===== src/rtl/alu_pkg.sv =====
// Shared opcodes and FSM state encoding for the sequential ALU.
// Pure declarations: no latency or backpressure of its own.
package alu_pkg;

  localparam logic [2:0] OP_ADD = 3'b000;
  localparam logic [2:0] OP_XOR = 3'b001;
  localparam logic [2:0] OP_SUB = 3'b010;
  localparam logic [2:0] OP_OR  = 3'b011;
  localparam logic [2:0] OP_AND = 3'b100;
  localparam logic [2:0] OP_SLT = 3'b101;
  localparam logic [2:0] OP_MUL = 3'b110;
  localparam logic [2:0] OP_CLR = 3'b111;

  typedef enum logic [1:0] {
    IDLE = 2'd0,
    MUL  = 2'd1,
    DONE = 2'd2
  } alu_state_t;

  function automatic logic is_mul(input logic [2:0] op);
    return op == OP_MUL;
  endfunction

endpackage


===== src/rtl/alu_mul_iter.sv =====
// Iterative shift-add unsigned multiplier: start loads operands, done pulses with the product valid.
// Latency WIDTH cycles after start; no backpressure, the parent must capture prod while done is high.
module alu_mul_iter #(
  parameter int WIDTH = 32
) (
  input  logic               clk,
  input  logic               rst_n,
  input  logic               start,
  input  logic [WIDTH-1:0]   mcand,
  input  logic [WIDTH-1:0]   mplier,
  output logic               done,
  output logic [2*WIDTH-1:0] prod
);

  localparam int CNT_W = $clog2(WIDTH + 1);

  logic [WIDTH-1:0]   mcand_q;
  logic [2*WIDTH-1:0] acc_q;
  logic [CNT_W-1:0]   cnt_q;
  logic [WIDTH:0]     add_hi;
  logic [2*WIDTH-1:0] acc_step;

  // The multiplier lives in the low half of the accumulator and shifts out
  // as product bits shift in from the top.
  always_comb begin
    add_hi   = {1'b0, acc_q[2*WIDTH-1:WIDTH]} + (acc_q[0] ? {1'b0, mcand_q} : '0);
    acc_step = {add_hi, acc_q[WIDTH-1:1]};
  end

  assign prod = acc_step;
  assign done = (cnt_q == CNT_W'(1));

  always_ff @(posedge clk or negedge rst_n) begin
    if (!rst_n) begin
      mcand_q <= '0;
      acc_q   <= '0;
      cnt_q   <= '0;
    end else if (start) begin
      mcand_q <= mcand;
      acc_q   <= {{WIDTH{1'b0}}, mplier};
      cnt_q   <= CNT_W'(WIDTH);
    end else if (cnt_q != '0) begin
      acc_q   <= acc_step;
      cnt_q   <= cnt_q - CNT_W'(1);
    end
  end

endmodule


===== src/rtl/alu_seq.sv =====
// Registered ALU with valid/ready in and out; logic/add/sub results appear the edge they are accepted.
// Multiply takes WIDTH cycles when ALU_MUL_EN is defined; a held result stalls input until out_ready.
module alu_seq
  import alu_pkg::*;
#(
  parameter int WIDTH = 32
) (
  input  logic             clk,
  input  logic             rst_n,
  input  logic             in_valid,
  output logic             in_ready,
  input  logic [2:0]       sel,
  input  logic [WIDTH-1:0] op1,
  input  logic [WIDTH-1:0] op2,
  output logic             out_valid,
  input  logic             out_ready,
  output logic [WIDTH-1:0] res,
  output logic [WIDTH-1:0] res_hi,
  output logic             zf,
  output logic             cf,
  output logic             of
);

  alu_state_t       state_q, state_d;
  logic [WIDTH-1:0] res_q, res_d;
  logic [WIDTH-1:0] res_hi_q, res_hi_d;
  logic             zf_q, zf_d;
  logic             cf_q, cf_d;
  logic             of_q, of_d;
  logic             accept;

  logic [WIDTH:0]   sum;
  logic [WIDTH-1:0] diff;
  logic             lt;
  logic [WIDTH-1:0] alu_res;
  logic             alu_cf;
  logic             alu_of;

`ifdef ALU_MUL_EN
  logic               mul_start;
  logic               mul_done;
  logic [2*WIDTH-1:0] mul_prod;

  alu_mul_iter #(.WIDTH(WIDTH)) u_mul (
    .clk    (clk),
    .rst_n  (rst_n),
    .start  (mul_start),
    .mcand  (op1),
    .mplier (op2),
    .done   (mul_done),
    .prod   (mul_prod)
  );
`endif

  assign in_ready  = (state_q == IDLE) || ((state_q == DONE) && out_ready);
  assign out_valid = (state_q == DONE);
  assign accept    = in_valid && in_ready;

  always_comb begin
    sum     = {1'b0, op1} + {1'b0, op2};
    diff    = op1 - op2;
    lt      = (op1 < op2);
    alu_res = '0;
    alu_cf  = 1'b0;
    alu_of  = 1'b0;
    case (sel)
      OP_ADD: begin
        alu_res = sum[WIDTH-1:0];
        alu_cf  = sum[WIDTH];
      end
      OP_XOR: alu_res = op1 ^ op2;
      OP_SUB: begin
        alu_res = diff;
        alu_cf  = lt;
      end
      OP_OR:  alu_res = op1 | op2;
      OP_AND: alu_res = op1 & op2;
      OP_SLT: alu_res = {{(WIDTH-1){1'b0}}, lt};
      // Only reaches the registers when the multiplier is compiled out.
      OP_MUL: alu_of  = 1'b1;
      default: alu_res = '0;
    endcase
  end

  always_comb begin
    state_d  = state_q;
    res_d    = res_q;
    res_hi_d = res_hi_q;
    zf_d     = zf_q;
    cf_d     = cf_q;
    of_d     = of_q;
`ifdef ALU_MUL_EN
    mul_start = 1'b0;
`endif
    case (state_q)
      IDLE, DONE: begin
        if (accept) begin
`ifdef ALU_MUL_EN
          if (is_mul(sel)) begin
            mul_start = 1'b1;
            state_d   = MUL;
          end else
`endif
          begin
            state_d  = DONE;
            res_d    = alu_res;
            res_hi_d = '0;
            zf_d     = (alu_res == '0);
            cf_d     = alu_cf;
            of_d     = alu_of;
          end
        end else if ((state_q == DONE) && out_ready) begin
          state_d = IDLE;
        end
      end
      MUL: begin
`ifdef ALU_MUL_EN
        if (mul_done) begin
          state_d  = DONE;
          res_d    = mul_prod[WIDTH-1:0];
          res_hi_d = mul_prod[2*WIDTH-1:WIDTH];
          zf_d     = (mul_prod[WIDTH-1:0] == '0);
          cf_d     = 1'b0;
          of_d     = (mul_prod[2*WIDTH-1:WIDTH] != '0);
        end
`else
        state_d = IDLE;
`endif
      end
      default: state_d = IDLE;
    endcase
  end

  always_ff @(posedge clk or negedge rst_n) begin
    if (!rst_n) begin
      state_q  <= IDLE;
      res_q    <= '0;
      res_hi_q <= '0;
      zf_q     <= 1'b1;
      cf_q     <= 1'b0;
      of_q     <= 1'b0;
    end else begin
      state_q  <= state_d;
      res_q    <= res_d;
      res_hi_q <= res_hi_d;
      zf_q     <= zf_d;
      cf_q     <= cf_d;
      of_q     <= of_d;
    end
  end

  assign res    = res_q;
  assign res_hi = res_hi_q;
  assign zf     = zf_q;
  assign cf     = cf_q;
  assign of     = of_q;

endmodule

===== config.mk =====
export PLATFORM = sky130hd
export DESIGN_NAME = alu_seq
export DESIGN_NICKNAME = d
export VERILOG_FILES = /design/src/rtl/alu_pkg.sv /design/src/rtl/alu_mul_iter.sv /design/src/rtl/alu_seq.sv
export SDC_FILE = /design/constraint.sdc
export NUM_CORES = 1
export LEC_CHECK = 0
export BUFFER_PORTS_ARGS = -buffer_cell sky130_fd_sc_hd__buf_2
export CAP_MARGIN = 25
export CORE_UTILIZATION = 25
export CTS_BUF_LIST = sky130_fd_sc_hd__clkbuf_8
export CTS_CLUSTER_DIAMETER = 200
export DETAILED_ROUTE_END_ITERATION = 10
export SLEW_MARGIN = 0
export SYNTH_ARGS = -nofsm -noshare
export SYNTH_HDL_FRONTEND = slang
export SYNTH_SLANG_ARGS = --single-unit

===== constraint.sdc =====
create_clock -name clk -period 3 [get_ports clk]
set_input_delay 0.45 -clock clk [delete_from_list [all_inputs] [get_ports clk]]
set_output_delay 0.45 -clock clk [all_outputs]
set_load 0.02 [all_outputs]

---- Yosys cells after proc, flatten, opt, wreduce, memory -nomap -nowiden ----
Cells that the tools add are included.
Widths: inputs -> output; s select.
storage, ports and cells
  register bits ........................... 37
  bits in latches ......................... 0
  memory bits (writable) .................. 0
  memory bits (read-only) ................. 0
  output and inout bits ................... 69
  memories ................................ 0
operators by class
  add/subtract/negate cells ............... 2
  multiply operators ...................... 0
  divide/modulo/power cells ............... 0
  $lt $le $gt $ge ......................... 1
  equal/unequal tests ..................... 8
  shift-type cells ........................ 0
  muxes and demuxes ....................... 6
  bitwise gates (word level) .............. 3
  reduce and logical (&&, ||, !) cells .... 8
operator list
  cell                number
  $pmux 32 s6         1
  $add 32x32->33      1
  $and 32x32->32      1
  $logic_not 32->1    1
  $lt 32x32->1        1
  $or 32x32->32       1
  $sub 32x32->32      1
  $xor 32x32->32      1
  $eq 3x3->1 const B  3
  $eq 3x2->1 const B  2
  $mux 2              3
  $eq 3x1->1 const B  1
  $logic_not 3->1     1
  $ne 3x3->1 const B  1
  $eq 2x2->1 const B  1
  $logic_and 1x1->1   2
  $logic_not 2->1     1
  $pmux 1 s2          1
  $reduce_and 2->1    1
  $reduce_or 2->1     1
  $logic_or 1x1->1    1
  $mux 1              1

---- Logic depth before layout (Yosys ltp) ----
Gate-level depths: netlist (run 1).
  word-level depth ........................ 6
  depth in mapped cells ................... 14
  mapped depth without buffers ............ 14

---- Least setup slack after synthesis (run 1) ----
No wires, ideal clock.
  path kind ............................... in2reg
  start ................................... input op1[1]
  end ..................................... register zf_q (netlist: zf)
  setup time .............................. 0.105 ns
  arrival ................................. 3.830 ns
  required time ........................... 2.895 ns
  setup slack ............................. -0.936 ns
  stages on the path ...................... 13
  cell sequence ........................... inv_1 ha_1 a211oi_1 o211ai_1 a21oi_1 mux2_2 or4_4 nor4_2 o2111ai_1 or4_1 nor4_1 nand4b_1 o41ai_1
between the ends
  word-level cells in the longest chain between the ends .. 3
  elaborated cells between the ends (all ways) .. 8
  those cells by class .................... 2 x add/sub; 1 x order compare; 1 x mux; 3 x bitwise; 1 x reduce/logical
RTL lines
  element                                       line            source
  start: declaration                            alu_seq.sv:13   input logic [WIDTH-1:0] op1,
  $sub 32x32->32, or another cell as far along  alu_seq.sv:61   diff = op1 - op2;
  $pmux 32 s6 (*)                               alu_seq.sv:66   case (sel)
  $logic_not 32->1 (*)                          alu_seq.sv:108  zf_d = (alu_res == '0);
  end signal: assignment                        alu_seq.sv:146  zf_q <= zf_d;
  end: declaration                              alu_seq.sv:27   logic zf_q, zf_d;
Every way passes the cells marked *; elsewhere a longest branch is shown, timed or not.
A chain may end at the register's enable or synchronous reset.

---- Final worst setup path (run 1) ----
  start ................................... input op2[7]
  end ..................................... register zf_q (netlist: zf)
between the ends
  word-level cells in the longest chain between the ends .. 3
  elaborated cells between the ends (all ways) .. 8
  those cells by class .................... 2 x add/sub; 1 x order compare; 1 x mux; 3 x bitwise; 1 x reduce/logical
RTL lines
  element                                       line            source
  start: declaration                            alu_seq.sv:14   input logic [WIDTH-1:0] op2,
  $sub 32x32->32, or another cell as far along  alu_seq.sv:61
  $pmux 32 s6 (*)                               alu_seq.sv:66
  $logic_not 32->1 (*)                          alu_seq.sv:108
Marks and branches as above.

==> impl_metrics.py, run 1 <==
metrics = {
    "sta": {
        "fin_setup_tns_ps": -879,
        "setup_violations": 5,
        "tightest_slew_ps": 799,
        "max_slew_margin": 0.468,
        "setup_ws_ps": -599,
        "skew_ps": 1.94,
        "fin_crit_ps": 3600,
        "fmax_mhz": 278,
        "rsz0062_at_grt": "true",
        "final_max_slew_viol_count": 0,
        "finalHoldViolCount": 0,
        "timing.final.crit_share": 1.20,
    },
    "floorplan": {
        "die_w_um": 174,
        "core_area_um2": 28900,
        "start_util": 0.256,
        "pin_count": 140,
        "fp.dieH_um": 174,
        "num_rows": 62,
        "dieArea_um2": 30300,
    },
    "final_layout": {
        "drive_above_1_share": 0.461,
        "area_growth_pct": 65.0,
        "fin_util": 0.423,
        "instances_no_fill": 1878,
        "fillCellCount": 3016,
        "nets": 1667,
        "num_antenna_cells": 0,
    },
    "critical_path": {
        "r2r-start": "state_q[1]$_DFFE_PN0P_",
        "worstReg2RegEnd": "zf$_DFFE_PN1P_",
        "critical_path_class": "input pin to register",
        "reg2reg_setup_slack_ps": 220,
        "arrival_ps": 3780,
        "r2r_cells": 10,
        "start_kind": "input pin",
        "required_ps": 3180,
        "crit_fanout": 5,
        "end_kind": "register",
    },
    "global_routing": {
        "grt_pass1_wl_um": 52200,
        "globalRouteOverflowTotal": 0,
        "antenna_found_initial": 0,
        "grt_pass1_vias": 9551,
        "track_usage": 0.216,
        "grt_max_degree": 53,
    },
    "detailed_routing": {
        "vias": 9625,
        "first_iter_violations": 825,
        "routed_wl_um": 33200,
        "viasPerCell": 5.13,
        "ant_nets": 0,
        "drt-wirelength-per-cell_um": 17.7,
        "drc_errors": 0,
        "firstDrtPassIters": 5,
    },
    "clocking": {
        "numCtsBuffers": 5,
        "clk_latency_ps": 280,
        "cts_root_buf": "clkbuf_8",
        "clkTransAtPathRegs_ps": 70,
        "clkSinkCount": 36,
        "cts_tree": "done",
        "ctsLongestPathBuffers": 2,
        "cts_max_level": 2,
    },
    "yosys": {
        "syn_inst": 1041,
        "ys_seq_elements": 36,
        "ys_top_cells_by_area": "ha_1 17%, dfrtp_1 12%, a21oi_1 6.5%",
        "synth.distinct_cells": 83,
        "synth_flop_cell": "dfrtp_1",
        "async_flop_share": 1.00,
        "synth_edf_count": 0,
        "synth_area_per_cell_um2": 7.10,
        "synth.cell_area_um2": 7390,
        "yosysTopAreaCell": "ha_1",
        "ys_warn_count": 0,
        "yosysSeqAreaShare": 0.122,
        "yosysTopAreaCellShare": 0.169,
    },
    "outcome": {
        "violations": "setup timing",
        "status": "finished, violations left",
    },
    "power": {
        "peakVddDrop_mv": 0.176,
        "p_per_area_nw_per_um2": 284,
        "p_leak_nw": 5.79,
    },
    "placed_design": {
        "gp_congestion": 0.958,
        "io_buffers": 107,
        "dp_cells": 1840,
        "hpwl_um": 27600,
    },
    "worst_hold_path": {
        "hold_class": "input pin to async pin",
    },
    "job": {
        "maxCapViolCount": 0,
    },
}
## worst max path at each step
stage | startpoint | to | depth (start not counted)
finish | op2[7] | zf$_DFFE_PN1P_ | 14
global route | op1[6] | zf$_DFFE_PN1P_ | 14
CTS | op2[7] | zf$_DFFE_PN1P_ | 14
detailed placement | op1[0] | zf$_DFFE_PN1P_ | 14
global placement | op2[10] | zf$_DFFE_PN1P_ | 14
floorplan | op1[2] | zf$_DFFE_PN1P_ | 14
## critical path, stage by stage
cell and delay [ps]:
buf_6 100, inv_4 50, ha_4 200, or4_4 550, nor3_2 180, o21a_4 210, nor4_2 60, or4_4 570
nor4_2 290, o2111ai_1 130, or4_1 440, nor4_1 190, nand4b_1 150, o41ai_2 220
## registers in the layout (all words and copies together), names as in the netlist
register / cells
of: 1
res: 32
cf: 1
state_q: 1
zf: 1
## what timing repair did
item	CTS	global route
gates resized for setup	146	71
setup endpoints to repair	18	15
hold buffers	0	0
setup buffers	25	8
pin swaps	31	23
## layer usage
layer	vias to the layer above	routed length, um	global-route usage
met5	-	0	0
met4	0	767	0.0515
met3	53	1530	0.0138
met2	309	16400	0.386
met1	4640	14500	0.281
li1	4623	-	-
## cell type report
| class | count | area [um2] | area share |
|---|---|---|---|
| clock buffer | 5 | 68.8 | 0.00564 |
| clock inverter | 2 | 8.76 | 0.000718 |
| inverter | 100 | 400 | 0.0328 |
| multi-input combinational | 842 | 6590 | 0.541 |
| sequential | 36 | 902 | 0.0740 |
| tap | 384 | 480 | 0.0394 |
| timing repair buffer | 509 | 3740 | 0.307 |
## Yosys cell counts, types with 17 or more instances
cell	count
inv_1	99
a22oi_1	21
clkbuf_1	42
dfrtp_1	35
a211oi_1	24
mux2_2	18
nor3_1	19
ha_1	100
a21oi_1	96
buf_4	35
nor2_1	100
nor4_1	18
o211ai_1	17
nand2_1	77
o21ai_0	68
## cell usage in the layout, fill, tap and decap left out, drive strengths merged, types with 8 or more instances in the layout
cell type and count:
o31ai 10, nor2 100, a31oi 13, mux2i 8
nor4 19, nor2b 13, o21bai 11, buf 509
or4 8, conb 32, mux2 18, a211oi 24
o22ai 12, nand2b 9, a21oi 96, nand4 10
o211ai 17, a221oi 8, nand3 10, inv 101
dfrtp 35, ha 100, o21ai 69, a22oi 21
nor3 20, nand2 77
## per-stage QoR
stage	hold slack [ps]	worst slack, ps	area (um2)	total power [W]
6_report	256	-599	12200	0.00347
4_1_cts	270	-608	11900	0.00337
3_3_place_gp	463	-1110	10900	0.00284
5_1_grt	311	-744	12200	0.00369
3_5_place_dp	472	-1190	10900	0.00286
2_1_floorplan	154	-623	7600	0.00177
## power breakdown
| group | leakage [nW] | switching, W | internal (W) |
|---|---|---|---|
| clock network | 0.0452 | 0.000158 | 0.000154 |
| registers | 0.445 | 0.0000621 | 0.000580 |
| logic | 5.30 | 0.00134 | 0.00117 |
## kinds of logic (layout without fill, tap and decap cells)
| kind of cell | Yosys count | count (layout) | share of synthesized area |
|---|---|---|---|
| fa+ha+maj | 102 | 102 | 0.175 |
| simple gates | 310 | 310 | 0.209 |
| buf+inv | 194 | 616 | 0.119 |
| mux | 26 | 26 | 0.0383 |
| xor+xnor | 10 | 10 | 0.0118 |
| compound gates | 362 | 362 | 0.325 |
| flops | 36 | 36 | 0.122 |
| other cells | 1 | 32 | 0.000507 |
No activity file was read; power rests on OpenSTA's default activity.
==> run 2, diff against run 1 <==
--- a/config.mk
+++ b/config.mk
@@ -11,6 +11,7 @@
 export CTS_BUF_LIST = sky130_fd_sc_hd__clkbuf_8
 export CTS_CLUSTER_DIAMETER = 200
 export DETAILED_ROUTE_END_ITERATION = 10
+export PLACE_DENSITY = 0.5
 export SLEW_MARGIN = 0
 export SYNTH_ARGS = -nofsm -noshare
 export SYNTH_HDL_FRONTEND = slang
==> run 2 against run 1 <==
Effect of this change:
- the run still ends with setup timing left
- critical path type unchanged
- combinational power is 2% lower
- global-route usage is 0.19 points lower
- largest power group unchanged
- clock power is 16% higher
==> impl_metrics.py, run 2 (synthesis results as in run 1) <==
metrics = {
    "outcome": {
        "status": "finished, violations left",
        "violations": "setup timing",
    },
    "sta": {
        "timing.hold.ws_ps": 255,
        "final_max_slew_viol_count": 0,
        "max_slew_margin": 0.288,
        "tightest_slew_ps": 1070,
        "skew_ps": 6.31,
        "setup_violations": 5,
        "timing.final.crit_share": 1.21,
        "rsz0062_at_grt": "true",
        "fmax_mhz": 275,
        "setup_ws_ps": -635,
        "fin_crit_ps": 3630,
        "finalHoldViolCount": 0,
    },
    "power": {
        "finalPower_w": 0.00346,
        "p_leak_nw": 5.71,
        "p_per_area_nw_per_um2": 289,
        "peakVddDrop_mv": 0.238,
    },
    "final_layout": {
        "fin_area_um2": 12000,
        "nets": 1658,
        "layout_common_cells": "383 x buf_4, 95 x nor2_1, 95 x buf_2",
        "instances_no_fill": 1869,
        "num_antenna_cells": 0,
        "largest_register_ff_count": 32,
        "drive_above_1_share": 0.438,
        "area_growth_pct": 61.8,
        "layout_commonest_cell": "buf_4",
        "fillCellCount": 3062,
    },
    "detailed_routing": {
        "firstDrtPassIters": 5,
        "routed_wl_um": 33100,
        "first_iter_violations": 742,
        "ant_nets": 0,
        "drt-wirelength-per-cell_um": 17.7,
        "drc_errors": 0,
        "viasPerCell": 5.02,
        "vias": 9387,
    },
    "clocking": {
        "ctsLongestPathBuffers": 2,
        "cts_root_buf": "clkbuf_8",
        "cts_tree": "done",
        "cts_max_level": 2,
        "clk_latency_ps": 270,
        "clkSinkCount": 36,
        "clkTransAtPathRegs_ps": 70,
        "numCtsBuffers": 5,
    },
    "global_routing": {
        "track_usage": 0.214,
        "antenna_found_initial": 0,
        "grt_pass1_wl_um": 51300,
        "grt_max_degree": 53,
        "grt_pass1_vias": 9541,
        "globalRouteOverflowTotal": 0,
    },
    "floorplan": {
        "start_util": 0.256,
        "core_area_um2": 28900,
        "pin_count": 140,
        "fp.dieH_um": 174,
        "num_rows": 62,
        "dieArea_um2": 30300,
        "die_w_um": 174,
    },
    "worst_hold_path": {
        "hold_class": "input pin to async pin",
    },
    "critical_path": {
        "end_kind": "register",
        "arrival_ps": 3810,
        "crit_fanout": 7,
        "start_kind": "input pin",
        "required_ps": 3170,
        "critical_path_class": "input pin to register",
    },
    "placed_design": {
        "post_dp_cell_area_um2": 10900,
        "io_buffers": 107,
        "hpwl_um": 27600,
        "pre_cts_ws_ps": -1130,
        "gp_congestion": 0.979,
        "dp_cells": 1842,
    },
    "job": {
        "maxCapViolCount": 0,
    },
}
run 2: cell types whose count changed in the layout (fill, tap and decap cells not counted), moves of 4 or more:
cell / before / now
a21oi_1: 78 / 88
a21oi_2: 16 / 6
buf_6: 24 / 14
inv_2: 15 / 9
o21ai_0: 51 / 56
o21ai_2: 7 / 3
run 2: cell type report:
cell class                      count  area (um2)  area share
Clock buffer                        7        96.3     0.00806
Inverter                          100         415      0.0347
Multi-Input combinational cell    842        6430       0.537
Sequential cell                    36         902      0.0754
Tap cell                          384         480      0.0402
Timing Repair Buffer              500        3640       0.304
run 2: power by group:
part	switching, W	internal [W]	total (W)	leakage [nW]
Combinational	0.00131	0.00115	0.00246	5.21
Sequential	0.0000547	0.000580	0.000634	0.445
Clock	0.000157	0.000204	0.000362	0.0503
run 2: critical path: stages:
cell	delay, ps
buf_2	100
inv_2	40
ha_4	260
or4_4	520
nor3_2	150
o21a_4	230
nor4_1	80
or4_4	550
nor4_2	280
o2111ai_1	130
or4_1	450
nor4_1	190
nand4b_1	150
o41ai_2	230
run 2: what timing repair did:
item,CTS,global route
resized for setup,104,69
pin swaps,22,28
hold endpoints to repair,0,0
gates cloned,0,0
buffers inserted,14,9
hold buffers,0,0
setup endpoints to repair,18,17
run 2: path summary, 6_finish.rpt:
path | from | end | slack (ps) | depth (start not counted)
max in group asynchronous | rst_n | of$_DFFE_PN0P_ | 2240 | 1
min in group clk | in_valid | state_q[1]$_DFFE_PN0P_ | 400 | 2
worst max register to register | state_q[1]$_DFFE_PN0P_ | zf$_DFFE_PN1P_ | 250 | 10
worst min register to register | res[24]$_DFFE_PN0P_ | res[24]$_DFFE_PN0P_ | 480 | 2
worst max-delay path | op1[6] | zf$_DFFE_PN1P_ | -630 | 14
worst min-delay path | rst_n | res[28]$_DFFE_PN0P_ | 250 | 1
run 2: per-stage QoR:
| stage | TNS [ps] | util |
|---|---|---|
| after floorplan | -793 | - |
| after global placement | -11020 | 0.379 |
| after detailed placement | -11530 | 0.379 |
| after CTS | -1010 | 0.402 |
| after global routing | -1790 | 0.414 |
| final | -1120 | 0.414 |
run 2: layer usage:
metal,GRT usage,wire (um),vias to the layer above
li1,-,-,4595
met1,0.274,14500,4413
met2,0.373,15800,313
met3,0.0199,1640,66
met5,0,0,-
met4,0.0727,1220,0
